**config.mk**
```make
export PLATFORM = sky130hd
export DESIGN_NAME = seg_scan_driver
export DESIGN_NICKNAME = d
export VERILOG_FILES = /design/src/rtl/seg_pkg.sv /design/src/rtl/seg_hex_decode.sv /design/src/rtl/seg_scan_driver.sv
export SDC_FILE = /design/constraint.sdc
export NUM_CORES = 1
export LEC_CHECK = 0
export ABC_AREA = 0
export BUFFER_PORTS_ARGS = -buffer_cell sky130_fd_sc_hd__buf_2
export CAP_MARGIN = 20
export CORE_MARGIN = 10
export CORE_UTILIZATION = 58
export DETAILED_ROUTE_END_ITERATION = 8
export HOLD_SLACK_MARGIN = 0.05
export PLACE_DENSITY = 0.78
export SYNTH_ARGS = -nofsm -noshare
export SYNTH_HDL_FRONTEND = slang
export SYNTH_SLANG_ARGS = --single-unit
```
**constraint.sdc**
```tcl
create_clock -name I_clk -period 2.8 [get_ports I_clk]
set_input_delay 0.28 -clock I_clk [delete_from_list [all_inputs] [get_ports I_clk]]
set_output_delay 0.28 -clock I_clk [all_outputs]
set_load 0.01 [all_outputs]
```
**src/rtl/seg_pkg.sv**
```systemverilog
// seg_pkg: definitions shared by the seven-segment display blocks.
//   seg_t      - segment bit order, bit6..bit0 = a,b,c,d,e,f,g, active-high
//   SEG_BLANK  - all segments off
//   SEG_GLYPH  - hex glyph table, indexed by the nibble value 0..F
//   clog2()    - ceiling log2, used to size counters and digit indices
package seg_pkg;

    typedef struct packed {
        logic a;
        logic b;
        logic c;
        logic d;
        logic e;
        logic f;
        logic g;
    } seg_t;

    localparam logic [6:0] SEG_BLANK = 7'h00;

    localparam logic [6:0] SEG_GLYPH [16] = '{
        7'h7E, 7'h30, 7'h6D, 7'h79, 7'h33, 7'h5B, 7'h5F, 7'h70,
        7'h7F, 7'h7B, 7'h77, 7'h1F, 7'h4E, 7'h3D, 7'h4F, 7'h47
    };

    // Smallest width w with 2**w >= value (0 for value <= 1).
    function automatic int clog2(input int value);
        int width;
        width = 0;
        while ((32'sd1 <<< width) < value) begin
            width = width + 32'sd1;
        end
        return width;
    endfunction

endpackage

```
**src/rtl/seg_hex_decode.sv**
```systemverilog
// seg_hex_decode: combinational hex nibble to seven-segment glyph.
//   hex  in  4  nibble value 0..F
//   seg  out 7  segments, active-high, bit6..bit0 = a..g
module seg_hex_decode
    import seg_pkg::*;
(
    input  logic [3:0] hex,
    output logic [6:0] seg
);

    assign seg = SEG_GLYPH[hex];

endmodule

```
**src/rtl/seg_scan_driver.sv**
```systemverilog
// seg_scan_driver: multiplexed seven-segment driver, one digit selected at a time.
// Displayed data is snapshotted once per frame, so mid-frame input changes never tear.
//   I_clk       in  1           system clock
//   I_rst_n     in  1           asynchronous active-low reset
//   I_en        in  1           display enable (low forces all selects off)
//   I_show_num  in  4*DIGITS    packed nibbles, nibble k shown on digit k
//   I_dp        in  DIGITS      decimal point request per digit
//   I_lz_sup    in  1           leading-zero suppression
//   I_bright    in  BRIGHT_W    PWM brightness (all-ones = full on, 0 = off)
//   O_led       out 7           segments a..g, active-high
//   O_dp        out 1           decimal point segment, active-high
//   O_dx        out DIGITS      one-hot digit select, active-high
module seg_scan_driver
    import seg_pkg::*;
#(
    parameter int DIGITS      = 4,
    parameter int SCAN_CYCLES = 1000000,
    parameter int BRIGHT_W    = 4
)
(
    input  logic                  I_clk,
    input  logic                  I_rst_n,
    input  logic                  I_en,
    input  logic [4*DIGITS-1:0]   I_show_num,
    input  logic [DIGITS-1:0]     I_dp,
    input  logic                  I_lz_sup,
    input  logic [BRIGHT_W-1:0]   I_bright,
    output logic [6:0]            O_led,
    output logic                  O_dp,
    output logic [DIGITS-1:0]     O_dx
);

    localparam int IDX_W = clog2(DIGITS);
    localparam int CNT_W = clog2(SCAN_CYCLES);
    localparam logic [CNT_W-1:0] SCAN_LAST = CNT_W'(SCAN_CYCLES - 1);
    localparam logic [IDX_W-1:0] IDX_LAST  = IDX_W'(DIGITS - 1);

    // Blank mask for a number: digit k (k >= 1) is blank when it and all higher nibbles are zero.
    function automatic logic [DIGITS-1:0] lz_mask(input logic [4*DIGITS-1:0] num,
                                                   input logic lz);
        logic [DIGITS-1:0] mask;
        logic              upper_zero;
        mask       = '0;
        upper_zero = lz;
        for (int k = DIGITS - 1; k >= 1; k--) begin
            upper_zero = upper_zero && (num[4*k +: 4] == 4'h0);
            mask[k]    = upper_zero;
        end
        return mask;
    endfunction

    logic                  started_r;
    logic [CNT_W-1:0]      scan_cnt_r;
    logic [IDX_W-1:0]      idx_r;
    logic [BRIGHT_W-1:0]   pwm_cnt_r;
    logic [4*DIGITS-1:0]   shadow_num_r;
    logic [DIGITS-1:0]     shadow_dp_r;
    logic [DIGITS-1:0]     blank_r;
    logic [6:0]            led_r;
    logic                  dp_r;
    logic [DIGITS-1:0]     dx_r;

    logic                  scan_last_s;
    logic                  snap_s;
    logic                  pwm_on_s;
    logic [DIGITS-1:0]     sel_s;
    logic [3:0]            cur_nib_s;
    logic                  cur_dp_s;
    logic                  cur_blank_s;
    logic [6:0]            glyph_s;

    assign scan_last_s = (scan_cnt_r == SCAN_LAST);
    // First cycle after reset, and the edge where the index wraps back to digit 0.
    assign snap_s      = !started_r || (scan_last_s && (idx_r == IDX_LAST));
    assign pwm_on_s    = (I_bright == {BRIGHT_W{1'b1}}) || (pwm_cnt_r < I_bright);

    // Select the current digit's nibble, decimal point and blank flag from the snapshot.
    always_comb begin
        sel_s       = '0;
        cur_nib_s   = 4'h0;
        cur_dp_s    = 1'b0;
        cur_blank_s = 1'b0;
        for (int k = 0; k < DIGITS; k++) begin
            sel_s[k]    = (idx_r == IDX_W'(k));
            cur_nib_s   = cur_nib_s | (shadow_num_r[4*k +: 4] & {4{sel_s[k]}});
            cur_dp_s    = cur_dp_s | (shadow_dp_r[k] & sel_s[k]);
            cur_blank_s = cur_blank_s | (blank_r[k] & sel_s[k]);
        end
    end

    seg_hex_decode u_hex_decode (
        .hex (cur_nib_s),
        .seg (glyph_s)
    );

    // Scan/PWM counters, digit index and frame snapshot registers.
    always_ff @(posedge I_clk or negedge I_rst_n) begin
        if (!I_rst_n) begin
            started_r    <= 1'b0;
            scan_cnt_r   <= '0;
            idx_r        <= '0;
            pwm_cnt_r    <= '0;
            shadow_num_r <= '0;
            shadow_dp_r  <= '0;
            blank_r      <= '0;
        end else begin
            started_r <= 1'b1;
            pwm_cnt_r <= pwm_cnt_r + BRIGHT_W'(1);
            if (snap_s) begin
                shadow_num_r <= I_show_num;
                shadow_dp_r  <= I_dp;
                blank_r      <= lz_mask(I_show_num, I_lz_sup);
            end
            // Counters hold during the snapshot cycle so digit 0 gets a full slot.
            if (started_r) begin
                if (scan_last_s) begin
                    scan_cnt_r <= '0;
                    idx_r      <= (idx_r == IDX_LAST) ? '0 : idx_r + IDX_W'(1);
                end else begin
                    scan_cnt_r <= scan_cnt_r + CNT_W'(1);
                end
            end
        end
    end

    // Output registers: segments, DP and select all change on the same edge.
    always_ff @(posedge I_clk or negedge I_rst_n) begin
        if (!I_rst_n) begin
            led_r <= SEG_BLANK;
            dp_r  <= 1'b0;
            dx_r  <= '0;
        end else if (started_r) begin
            led_r <= cur_blank_s ? SEG_BLANK : glyph_s;
            dp_r  <= cur_dp_s;
            dx_r  <= (I_en && pwm_on_s) ? sel_s : '0;
        end else begin
            led_r <= SEG_BLANK;
            dp_r  <= 1'b0;
            dx_r  <= '0;
        end
    end

    assign O_led = led_r;
    assign O_dp  = dp_r;
    assign O_dx  = dx_r;

endmodule

```
-- Word-level counts from Yosys, hierarchy flattened
Memories as Yosys holds them, arrays and structs flattened.
Cells that the tools add are included.
- register bits: 62
- memory bits (read-only): 112
- bits of input ports: 28
- output and inout port bits: 12
- word-level logic and storage cells: 63
- memories: 1
- add/subtract/negate cells: 3
- $lt $le $gt $ge: 2
- equality and inequality tests: 5
- muxes and demuxes: 9
- bitwise gates (word level): 20
- reduce and logical (&&, ||, !) cells: 13
- memory list (name ; depth ; width ; read ports ; clocked after Yosys merged registers in ; wr ports ; line ; RTL):
    (name not given) ; 16 ; 7 ; 1 ; 0 ; 0 ; seg_hex_decode.sv:11 ; assign seg = SEG_GLYPH[hex];
- operators by type and width (kind ; count):
    2-to-1 mux 7 bit ; 4
    adder 20 x 1 -> 20 bit (second input constant) ; 1
    equality test 20 bit (second input constant) ; 1
    2-to-1 mux 20 bit ; 1
    bitwise AND 4 bit ; 4
    zero test 4 bit ; 3
    bitwise OR 4 bit ; 3
    2-to-1 mux 4 bit ; 2
    bitwise AND 1 bit ; 7
    >= comparator 5 bit (second input constant) ; 1
    logical AND 1 bit ; 5
    inverter 4 -> 5 bit ; 1
    bitwise OR 1 bit ; 5
    adder 4 x 1 -> 4 bit (second input constant) ; 1
    equality test 2 bit (second input constant) ; 2
    equality test 4 bit (second input constant) ; 1
    < comparator 4 bit ; 1
    adder 2 x 1 -> 2 bit (second input constant) ; 1
    equality test 2 x 1 -> 1 bit (second input constant) ; 1
    zero test 2 bit ; 1
    logical OR 1 bit ; 2
    2-to-1 mux 2 bit ; 1
    AND reduction 2 bit ; 1
    zero test 1 bit ; 1
    2-to-1 mux 1 bit ; 1

-- Logic depth before layout (Yosys ltp)
- word-level depth: 11
- mapped depth: 10
- gate-level depth less buffers: 9

-- By module
Synthesis repeated with hierarchy kept, for this count alone.
- cell total of the unflattened synthesis: 269
- area, all modules: 3091.7 um^2
- modules (own cells, without submodules) (module ; times used ; cells an instance ; area an instance (um^2) ; seq. area each (um^2)):
    seg_scan_driver ; 1 ; 236 ; 2803.9 ; 1551.5
    seg_hex_decode ; 1 ; 33 ; 287.8 ; 0.0

-- Least setup slack after synthesis
Ideal clock, no wire load.
- kind: register to register
- start point: register idx_r[0]
- end point: register led_r[0] (netlist: O_led[0])
- setup time: 0.104 ns
- arrival time: 2.335 ns
- required time: 2.696 ns
- slack: 0.361 ns
- cell stages (with the launch flop): 10
- buffers on the path: 1
- clock period less this slack: 2.439 ns
- path through: dfrtp_1 > ha_1 > clkbuf_1 > a22o_1 > a221oi_1 > inv_1 > ha_1 > o21ai_0 > o21ai_0 > a221oi_1
- longest elaborated chain between the ends: 11
- elaborated cells between the ends (all ways): 22
- classes of those cells: 3 x eq/ne; 4 x mux; 13 x bitwise; 1 x reduce/logical; 1 x memory
- ends and longest elaborated chain (item ; line ; RTL):
    start, declared ; seg_scan_driver.sv:54 ; logic [IDX_W-1:0] idx_r;
    start signal, assigned ; seg_scan_driver.sv:118 ; idx_r <= (idx_r == IDX_LAST) ? '0 : idx_r + IDX_W'(1);
    equality test 2 x 1 -> 1 bit or zero test 2 bit (tied branches) ; seg_scan_driver.sv:84 ; sel_s[k] = (idx_r == IDX_W'(k));
    bitwise AND 4 bit ; seg_scan_driver.sv:85 ; cur_nib_s = cur_nib_s | (shadow_num_r[4*k +: 4] & {4{sel_s[k]}});
    bitwise OR 4 bit (3 in series) ; seg_scan_driver.sv:85 ;
    inverter 4 -> 5 bit (not written as such) ; seg_hex_decode.sv:11 ;
    memory read (16 x 7 bit) ; - ;
    2-to-1 mux 7 bit (not written as such) (2 in series) ; seg_hex_decode.sv:11 ;
    2-to-1 mux 7 bit (*) ; seg_scan_driver.sv:133 ; led_r <= cur_blank_s ? SEG_BLANK : glyph_s;
    2-to-1 mux 7 bit (*) ; seg_scan_driver.sv:132 ; end else if (started_r) begin
    end signal, assigned ; seg_scan_driver.sv:133 ;
    end, declared ; seg_scan_driver.sv:59 ; logic [6:0] led_r;
Mark *: on every way between the ends. The rest lies on a longest branch, timed or not. The select of a mux whose other input is x is not followed.
A chain may end at the register's enable or synchronous reset.

-- Worst setup path in the final report
Same ends and word-level chain as after synthesis.

==> metrics.yaml <==
timing.critical_path.cells: "inv_1, ha_1, a22o_1, a221oi_1, inv_1, ha_1, o21ai_0, o21ai_0, a221oi_1"
synthesis.nets: 317
finish.net_count: 364
status: "finished, final reports clean"
cap_violations: 0
postCtsSetupRepairBufs: 0
htree_num_levels: 3
post_synth_inst_count: 274
finalHoldViolCount: 0
multiInputGateArea_um2: 1480
ys_seq_elements: 62
totalWireLength_mm: 6.62
yosys_warnings: 0
timing.final.setup_violations: 0
clock-root-buffer: "sky130_fd_sc_hd__clkbuf_8"
synth_largest_area_cell: "sky130_fd_sc_hd__dfrtp_1"
core_area_um2: 5200
clk_latency_ns: 0.34
ios: 40
avgSynthCellArea_um2: 11.6
yosysUniqueCellTypes: 47
postLayoutCoreUtil: 0.700
maximum_ir_drop_on_the_vdd_rail_v: 0.000448
postSynth.asyncResetShare: 1.00
die_w_um: 94.0
grt.overflow.total: 0
post-synth-top-area-fraction: 0.488
setup_total_negative_slack_ns: 0
die_ht_um: 94.0
leading_cell_types_in_the_layout_fill_and_taps_excluded: "62 x sky130_fd_sc_hd__dfrtp_1, 39 x sky130_fd_sc_hd__buf_2, 22 x sky130_fd_sc_hd__inv_1"
detail-route-antenna-nets: 0
final-max-slew-violation-count: 0
cp_top_family: "compound AO/OA/AOI/OAI gates"
critPathRequiredTime_ns: 3.04
clock.fmax_mhz: 438
via_per_inst: 5.66
seq_area_um2: 1550
cp_num_cells: 9
power_switching_share: 0.261
period_share: 0.815
critical_path.max_stage_delay_ns: 0.41
reg2regPathDepth: 9
grtUsageTotal: 0.160
worstHoldPathType: "input port to flop"
rsz0062_at_grt: "no"
avgRoutedWirePerCell_um: 16.7
slew_margin_rel: 0.590
drt_iter0_drc: 106
rows: 26
antenna_found_initial: 0
clock_tree_from_tritoncts: "yes"
p_int_uw: 1570
area_growth_pct: 14.6
power.switching_uw: 555
antenna_diodes: 0
total_leakage_power_uw: 0.00175
die-area_um2: 8840
power.share.combinational: 0.133
initial_core_util: 0.611
worst-slew-pin-transition_ns: 0.615
seq_power_share: 0.492
layout.cells.most_common: "sky130_fd_sc_hd__dfrtp_1"
buffers_from_clock_root_to_sink_at_most: 2
vias_in_the_first_global_route: 2326
power_per_cell_area_nw_per_um2: 584
drt_pre_antenna_iters: 4
timing_worst_setup_path_type: "flop to flop"
critPathArrivalTime_ns: 2.52
final.min_clock_period_ns: 2.28
cts-buffers-inserted: 9
routabilityCongestion: 0.942
hold-path-cell-count: 2
layout-drive-gt1-share: 0.279
cp.buffers_inverters: 2
pin_count_of_the_biggest_net_entering_global_routing: 29
route.vias.total: 2241
clk_pin_slew_worst_setup_hold_paths_ns: 0.06
grt_pass1_wl_mm: 11.2
synth.yosys.seq_area_share: 0.488
detail_route.drc_violations: 0
yosys_most_used_dff: "sky130_fd_sc_hd__dfrtp_1"
synth.cell_area_um2: 3180
worstPathMaxFanout: 7
buffer_ports.inserted: 39
finalClockSkew_ns: 0.00855
worst_path_max_delay_cell: "sky130_fd_sc_hd__dfrtp_1"
dp.final_hpwl_mm: 4.90
setup.worst_path.end_class: "flop"
clkSinkCount: 62
fill_cells: 389
synth.top_cells.by_area: "sky130_fd_sc_hd__dfrtp_1 49%, sky130_fd_sc_hd__mux2_4 8.5%, sky130_fd_sc_hd__ha_1 5.9%"
synth_edf_count: 0
clockPowerShare: 0.375
cp-start-kind: "flop"
==> final timing paths <==
check | from | to | slack [ns]
worst max-delay path | idx_r[0] | O_led[0] | 0.52
worst max register to register | idx_r[0] | O_led[0] | 0.52
max in group asynchronous | I_rst_n | shadow_dp_r[0] | 1.63
worst min register to register | pwm_cnt_r[0] | pwm_cnt_r[0] | 0.46
min in group asynchronous | I_rst_n | scan_cnt_r[10] | 0.48
worst min-delay path | I_show_num[1] | shadow_num_r[1] | 0.16
==> through the flow <==
stage | worst slack (ns) | cell area (µm²) | std cells | hold slack, ns | total power (µW)
after floorplan | 0.361 | 3180 | 274 | -0.0156 | 1240
after global placement | 0.624 | 3430 | 379 | 0.327 | 1330
after detailed placement | 0.558 | 3430 | 379 | 0.332 | 1340
after CTS | 0.544 | 3640 | 396 | 0.163 | 2140
after global routing | 0.239 | 3640 | 396 | 0.168 | 2230
final | 0.517 | 3640 | 396 | 0.164 | 2130
==> cell usage after synthesis (4+ instances only) <==
library cell,instances
sky130_fd_sc_hd__a221oi_1,5
sky130_fd_sc_hd__xor2_1,4
sky130_fd_sc_hd__dfrtp_1,62
sky130_fd_sc_hd__a21oi_1,8
sky130_fd_sc_hd__nor3_1,5
sky130_fd_sc_hd__nor2_1,10
sky130_fd_sc_hd__a211oi_1,5
sky130_fd_sc_hd__mux2_4,18
sky130_fd_sc_hd__a22oi_1,9
sky130_fd_sc_hd__inv_1,22
sky130_fd_sc_hd__clkbuf_1,4
sky130_fd_sc_hd__o21ai_0,8
sky130_fd_sc_hd__ha_1,15
sky130_fd_sc_hd__nand3_1,10
sky130_fd_sc_hd__nand4_1,6
sky130_fd_sc_hd__xnor2_1,11
sky130_fd_sc_hd__nand2_1,17
sky130_fd_sc_hd__mux2_2,6
sky130_fd_sc_hd__nor4_1,6
==> sequential cells by signal (all words and copies together), names as in the netlist <==
register and cells:
O_led 7, shadow_num_r 16, scan_cnt_r 20, shadow_dp_r 4
O_dp 1, started_r 1, blank_r 3, idx_r 2
pwm_cnt_r 4, O_dx 4
==> logic make-up after synthesis <==
family / Yosys count / synth area share
other cells: 1 / 0.00118
fa+ha+maj: 15 / 0.0590
flops: 62 / 0.488
mux: 27 / 0.116
xor+xnor: 15 / 0.0413
compound gates: 47 / 0.110
simple gates: 76 / 0.138
buf+inv: 31 / 0.0472
==> power by group through the flow <==
stage               Clock (µW)  Combinational, µW  Sequential (µW)
finish                     797                283             1050
global route               849                319             1060
CTS                        807                286             1050
detailed placement           0                282             1060
global placement             0                273             1060
floorplan                    0                189             1050
==> metal layers <==
layer,wire length [µm],vias up,global-route usage
met5,0,-,0
met1,2910,1083,0.199
met3,375,11,0.0448
met2,3220,65,0.251
met4,103,0,0.0772
li1,-,1082,-
==> timing repair <==
item | CTS | global route
endpoints found under the setup margin | 0 | 0
hold endpoints to repair | 26 | 0
resized for setup | 0 | 0
hold buffers | 1 | 0
==> layout make-up <==
class | count | share of cell area
repair buffers | 45 | 0.0666
flip-flops and latches | 62 | 0.426
clock inverters | 4 | 0.0124
clock buffers | 12 | 0.0426
well taps | 70 | 0.0240
multi-input cells | 181 | 0.406
inverters | 22 | 0.0227
No activity file was read; power rests on OpenSTA's default activity.
